**config.mk**
```make
export PLATFORM = sky130hd
export DESIGN_NAME = xtea_iter_core
export DESIGN_NICKNAME = d
export VERILOG_FILES = /design/src/rtl/xtea_pkg.sv /design/src/rtl/xtea_round.sv /design/src/rtl/xtea_iter_core.sv
export SDC_FILE = /design/constraint.sdc
export NUM_CORES = 2
export LEC_CHECK = 0
export BUFFER_PORTS_ARGS = -buffer_cell sky130_fd_sc_hd__buf_2
export CAP_MARGIN = 20
export CORE_MARGIN = 2
export CORE_UTILIZATION = 57
export DETAILED_ROUTE_END_ITERATION = 7
export HOLD_SLACK_MARGIN = 0.08
export PLACE_DENSITY = 0.79
export SYNTH_ARGS = -nofsm -noshare
export SYNTH_HDL_FRONTEND = slang
export SYNTH_SLANG_ARGS = --single-unit
```
**constraint.sdc**
```tcl
create_clock -name clk -period 10.8 [get_ports clk]
set_input_delay 1.62 -clock clk [delete_from_list [all_inputs] [get_ports clk]]
set_output_delay 1.62 -clock clk [all_outputs]
set_load 0.05 [all_outputs]
```
**src/rtl/xtea_pkg.sv**
```systemverilog
// Shared XTEA types, constants and round helpers for the iterative cipher engine.
package xtea_pkg;

  localparam logic [31:0] XTEA_DELTA   = 32'h9E3779B9;
  localparam int          XTEA_BLOCK_W = 64;

  typedef logic [31:0] xtea_word_t;
  // Element 0 sits in the MSBs so a flat 128-bit key maps k[0] = [127:96].
  typedef xtea_word_t [0:3] xtea_key_t;

  typedef enum logic [1:0] {IDLE, RUN, DONE} xtea_state_e;

  function automatic xtea_word_t key_sel(input xtea_key_t key, input logic [1:0] idx);
    return key[idx];
  endfunction

  function automatic xtea_word_t mix(input xtea_word_t v);
    return ((v << 4) ^ (v >> 5)) + v;
  endfunction

  function automatic xtea_word_t init_sum(input logic decrypt, input int rounds,
                                          input xtea_word_t delta = XTEA_DELTA);
    return decrypt ? xtea_word_t'(delta * xtea_word_t'(rounds)) : '0;
  endfunction

endpackage

```
**src/rtl/xtea_round.sv**
```systemverilog
// One combinational XTEA cycle (v0 half then v1 half); decrypt runs the halves in reverse.
module xtea_round
  import xtea_pkg::*;
#(
  parameter logic [31:0] DELTA = XTEA_DELTA
) (
  input  logic [31:0]  v0_i,
  input  logic [31:0]  v1_i,
  input  logic [31:0]  sum_i,
  input  logic [127:0] key_i,
  input  logic         decrypt_i,
  output logic [31:0]  v0_o,
  output logic [31:0]  v1_o,
  output logic [31:0]  sum_o
);

  xtea_key_t  key;
  xtea_word_t a0, a1, s;

  assign key = key_i;

  always_comb begin
    a0 = v0_i;
    a1 = v1_i;
    s  = sum_i;
    if (!decrypt_i) begin
      a0 = v0_i + (mix(v1_i) ^ (sum_i + key_sel(key, sum_i[1:0])));
      s  = sum_i + DELTA;
      a1 = v1_i + (mix(a0) ^ (s + key_sel(key, s[12:11])));
    end else begin
      a1 = v1_i - (mix(v0_i) ^ (sum_i + key_sel(key, sum_i[12:11])));
      s  = sum_i - DELTA;
      a0 = v0_i - (mix(a1) ^ (s + key_sel(key, s[1:0])));
    end
    v0_o  = a0;
    v1_o  = a1;
    sum_o = s;
  end

endmodule

```
**src/rtl/xtea_iter_core.sv**
```systemverilog
// Folded XTEA engine: UNROLL rounds per clock, result valid ROUNDS/UNROLL cycles after accept.
// Result is held in DONE until out_ready; a new block may be accepted in that same cycle.
module xtea_iter_core
  import xtea_pkg::*;
#(
  parameter int          ROUNDS = 32,
  parameter int          UNROLL = 1,
  parameter logic [31:0] DELTA  = XTEA_DELTA
) (
  input  logic                    clk,
  input  logic                    reset,
  input  logic                    in_valid,
  output logic                    in_ready,
  input  logic                    in_decrypt,
  input  logic [XTEA_BLOCK_W-1:0] in_data,
  input  logic [127:0]            in_key,
  output logic                    out_valid,
  input  logic                    out_ready,
  output logic [XTEA_BLOCK_W-1:0] out_data,
  output logic                    busy
);

  localparam int STEPS = ROUNDS / UNROLL;
  localparam int CW    = (STEPS > 1) ? $clog2(STEPS) : 1;

  if (ROUNDS < 1 || (ROUNDS % UNROLL) != 0 ||
      !(UNROLL == 1 || UNROLL == 2 || UNROLL == 4 || UNROLL == 8)) begin : g_bad_params
    $error("xtea_iter_core: illegal ROUNDS/UNROLL combination");
  end

  xtea_state_e             state_q, state_d;
  logic [CW-1:0]           cnt_q, cnt_d;
  logic [31:0]             v0_q, v0_d, v1_q, v1_d, sum_q, sum_d;
  logic [127:0]            key_q, key_d;
  logic                    dec_q, dec_d;
  logic [XTEA_BLOCK_W-1:0] out_data_q, out_data_d;

  logic [31:0] cv0 [UNROLL+1];
  logic [31:0] cv1 [UNROLL+1];
  logic [31:0] csum[UNROLL+1];

  assign cv0[0]  = v0_q;
  assign cv1[0]  = v1_q;
  assign csum[0] = sum_q;

  for (genvar g = 0; g < UNROLL; g++) begin : g_round
    xtea_round #(.DELTA(DELTA)) u_round (
      .v0_i     (cv0[g]),
      .v1_i     (cv1[g]),
      .sum_i    (csum[g]),
      .key_i    (key_q),
      .decrypt_i(dec_q),
      .v0_o     (cv0[g+1]),
      .v1_o     (cv1[g+1]),
      .sum_o    (csum[g+1])
    );
  end

  always_comb begin
    state_d    = state_q;
    cnt_d      = cnt_q;
    v0_d       = v0_q;
    v1_d       = v1_q;
    sum_d      = sum_q;
    key_d      = key_q;
    dec_d      = dec_q;
    out_data_d = out_data_q;
    in_ready   = 1'b0;
    unique case (state_q)
      IDLE: in_ready = 1'b1;
      RUN: begin
        v0_d  = cv0[UNROLL];
        v1_d  = cv1[UNROLL];
        sum_d = csum[UNROLL];
        cnt_d = cnt_q + 1'b1;
        if (cnt_q == CW'(STEPS - 1)) begin
          out_data_d = {cv0[UNROLL], cv1[UNROLL]};
          state_d    = DONE;
        end
      end
      DONE: begin
        in_ready = out_ready;
        if (out_ready) state_d = IDLE;
      end
      default: state_d = IDLE;
    endcase
    // Accept overrides the DONE->IDLE exit so back-to-back blocks skip IDLE.
    if (in_valid && in_ready) begin
      v0_d    = in_data[63:32];
      v1_d    = in_data[31:0];
      key_d   = in_key;
      dec_d   = in_decrypt;
      sum_d   = init_sum(in_decrypt, ROUNDS, DELTA);
      cnt_d   = '0;
      state_d = RUN;
    end
  end

  always_ff @(posedge clk or posedge reset) begin
    if (reset) begin
      state_q    <= IDLE;
      cnt_q      <= '0;
      v0_q       <= '0;
      v1_q       <= '0;
      sum_q      <= '0;
      key_q      <= '0;
      dec_q      <= 1'b0;
      out_data_q <= '0;
    end else begin
      state_q    <= state_d;
      cnt_q      <= cnt_d;
      v0_q       <= v0_d;
      v1_q       <= v1_d;
      sum_q      <= sum_d;
      key_q      <= key_d;
      dec_q      <= dec_d;
      out_data_q <= out_data_d;
    end
  end

  assign out_valid = (state_q == DONE);
  assign out_data  = out_data_q;
  assign busy      = (state_q != IDLE);

endmodule
```
==> results_dict.tcl <==
set metrics [dict create \
    ys_warn_count 0 \
    hold_violations 0 \
    antenna_found_initial 2 \
    clock_path_buffers 3 \
    skew_ps 22.60 \
    cts_tree "done" \
    drv_slew 0 \
    die_x_um 253.6 \
    cp-startpoint "sum_q[11]" \
    path_class "reg2reg" \
    clkTransAtPathRegs_ps 80 \
    drt_first_pass_iters 7 \
    finalSetupViolations 0 \
    synthCells 4175 \
    yosysUniqueCellTypes 85 \
    whs_path_depth 2 \
    antennaDiodeCount 0 \
    crit_slowest_cell "mux4_2" \
    cp_data_arrival_time_ps 10880 \
    overflow 0 \
    via_per_inst 6.479 \
    synthArstFlopShare 1.000 \
    ys_ff_latch 296 \
    postRouteWirelength_um 124300 \
    layout-drive-gt1-share 0.1409 \
    place_ws_ps -21.91 \
    tightestPinTransition_ps 1177 \
    synth-edff-count 0 \
    ff2ff_setup_slack_ps 440 \
    min_from "out_data[62]" \
    area_growth_pct 11.00 \
    reg2reg_from "sum_q[11]" \
    vias 34250 \
    core_um2 61600 \
    path_max_fanout 10 \
    critPathMaxStageDelay_ps 560 \
    ys_seq_area_frac 0.2086 \
    synth_flop_cell "dfrtp_1" \
    critPathLaunchType "flip-flop" \
    setup_ws_ps 439.3 \
    layout_commonest_cell "nand2_1" \
    status "complete, no violations" \
    drc_errors 0 \
    root_buffer "clkbuf_16" \
    num_rows 91 \
    syn-cell-area_um2 35500 \
    port_buffers 263 \
    num-nets-final 5023 \
    cts_buffers 31 \
    post_dp_cell_area_um2 38110 \
    crit_top_cell "a21o_1" \
    ios 264 \
    start_util 0.5763 \
    n_fill_cell 5374 \
    maxCapViolCount 0 \
    netlist_top_cells_area "dfrtp_1 21%, ha_1 14%, xnor2_1 10%, mux4_2 7.9%, nand2_1 6.6%" \
    clock-sinks 296 \
    final_cell_mix "620 x nand2_1, 412 x xnor2_1, 386 x ha_1" \
    synth_fp_nets 4772 \
    fin_area_um2 39410 \
    grt_max_degree 92 \
    reg2reg_depth 45 \
    ant_nets 0 \
    dp_hpwl_um 99790 \
    die_h_um 253.6 \
    worstPathRequired_ps 11310 \
    wl_per_cell_um 23.52 \
    synth_area_per_cell_um2 8.503 \
    design.die.area_um2 64290 \
    yosys.area.top_type "dfrtp_1" \
    end_kind "flip-flop" \
    grt_first_pass_wirelength_um 185700 \
    clk_latency_ps 610 \
    r2r_end "out_data[63]" \
    gp_congestion 1.035 \
    fmax_mhz 96.52 \
    first_global_vias 31780 \
    slew_headroom 0.2154 \
    finalCritPeriodShare 0.9593 \
    worst_hold_path.endpoint "out_data[62]" \
    grtUsageTotal 0.3779 \
    yosysTopAreaCellShare 0.2086 \
    htreeDepth 1 \
    hp-class "reg2reg" \
    fin_crit_ps 10360 \
    drt_iter0_drc 4426 \
]
## worst max-delay path by stage
stage	endpoint	slack [ps]	depth (start not counted)
4_1_cts	v1_q[31]	100	48
2_1_floorplan	out_data[31]	130	52
6_report	out_data[63]	440	45
3_3_place_gp	v1_q[31]	170	48
3_5_place_dp	v1_q[31]	-20	48
5_1_grt	v1_q[31]	-10	49
## synth_stat cells, drive strengths merged (20+ instances only)
master,number
a211oi,27
a21o,200
a21oi,342
a22oi,64
a31oi,34
and2,20
and3,32
buf,37
clkbuf,116
dfrtp,296
ha,388
inv,117
mux2i,53
mux4,126
nand2,622
nand2b,53
nand3,49
nand4,34
nor2,186
nor2b,47
nor3,47
o21a,34
o21ai,346
o21bai,46
xnor2,415
xor2,209
## critical path: cells and delay by family, from the launching register on
kind | cells | cell delay, ps
multiplexers | 1 | 560
XOR/XNOR | 6 | 1210
adder cells (fa/ha/maj) | 5 | 1640
flip-flops | 1 | 550
buffers and inverters | 1 | 90
AND/OR/NAND/NOR | 5 | 570
AO/OA/AOI/OAI | 27 | 5680
## through the flow
step / utilization / hold WS [ps] / cells / setup TNS [ps]
floorplan: - / 488.8 / 4175 / 0
global placement: 0.6187 / 454.6 / 5222 / 0
detailed placement: 0.6187 / 464.4 / 5222 / -26.72
CTS: 0.6368 / 479.0 / 5278 / 0
global route: 0.6397 / 496.4 / 5286 / -14.77
finish: 0.6397 / 473.0 / 5286 / 0
## logic make-up (layout without fill, tap and decap cells)
group / after synthesis / after routing / share of synthesized area
flops: 296 / 296 / 0.2086
mux: 185 / 185 / 0.09689
compound gates: 1261 / 1261 / 0.2243
xor+xnor: 629 / 629 / 0.1571
buf+inv: 272 / 546 / 0.02890
simple gates: 1132 / 1132 / 0.1406
fa+ha+maj: 400 / 400 / 0.1435
## per-layer routing
layer,share of wire,vias to the layer above,global-route usage
met5,0.00012,-,0
met4,0.035,2,0.1210
met3,0.13,299,0.07959
met2,0.41,2088,0.5494
met1,0.42,16210,0.5569
li1,-,15650,-
## registers in the layout (all words and copies together), names as in the netlist
signal / count
key_q: 128
out_data: 64
sum_q: 32
v0_q: 32
v1_q: 32
cnt_q: 5
state_q: 2
dec_q: 1
## repair_timing
item / 4_1_cts / 5_1_grt
pin swaps: 0 / 4
hold buffers: 0 / 0
setup endpoints to repair: 2 / 16
setup buffers: 0 / 8
gates resized for setup: 1 / 29
## layout make-up
| type | count | area, um^2 | area share |
|---|---|---|---|
| flip-flops and latches | 296 | 7416 | 0.1882 |
| repair buffers | 371 | 2135 | 0.05417 |
| multi-input cells | 3607 | 27250 | 0.6914 |
| inverters | 119 | 455.4 | 0.01156 |
| well taps | 837 | 1047 | 0.02658 |
| clock buffers | 37 | 838.3 | 0.02127 |
| clock inverters | 19 | 269.0 | 0.006826 |
Power is left out: the tool's default activity adds up to more than one toggle a clock period on the data nets, which glitch-free logic cannot reach.
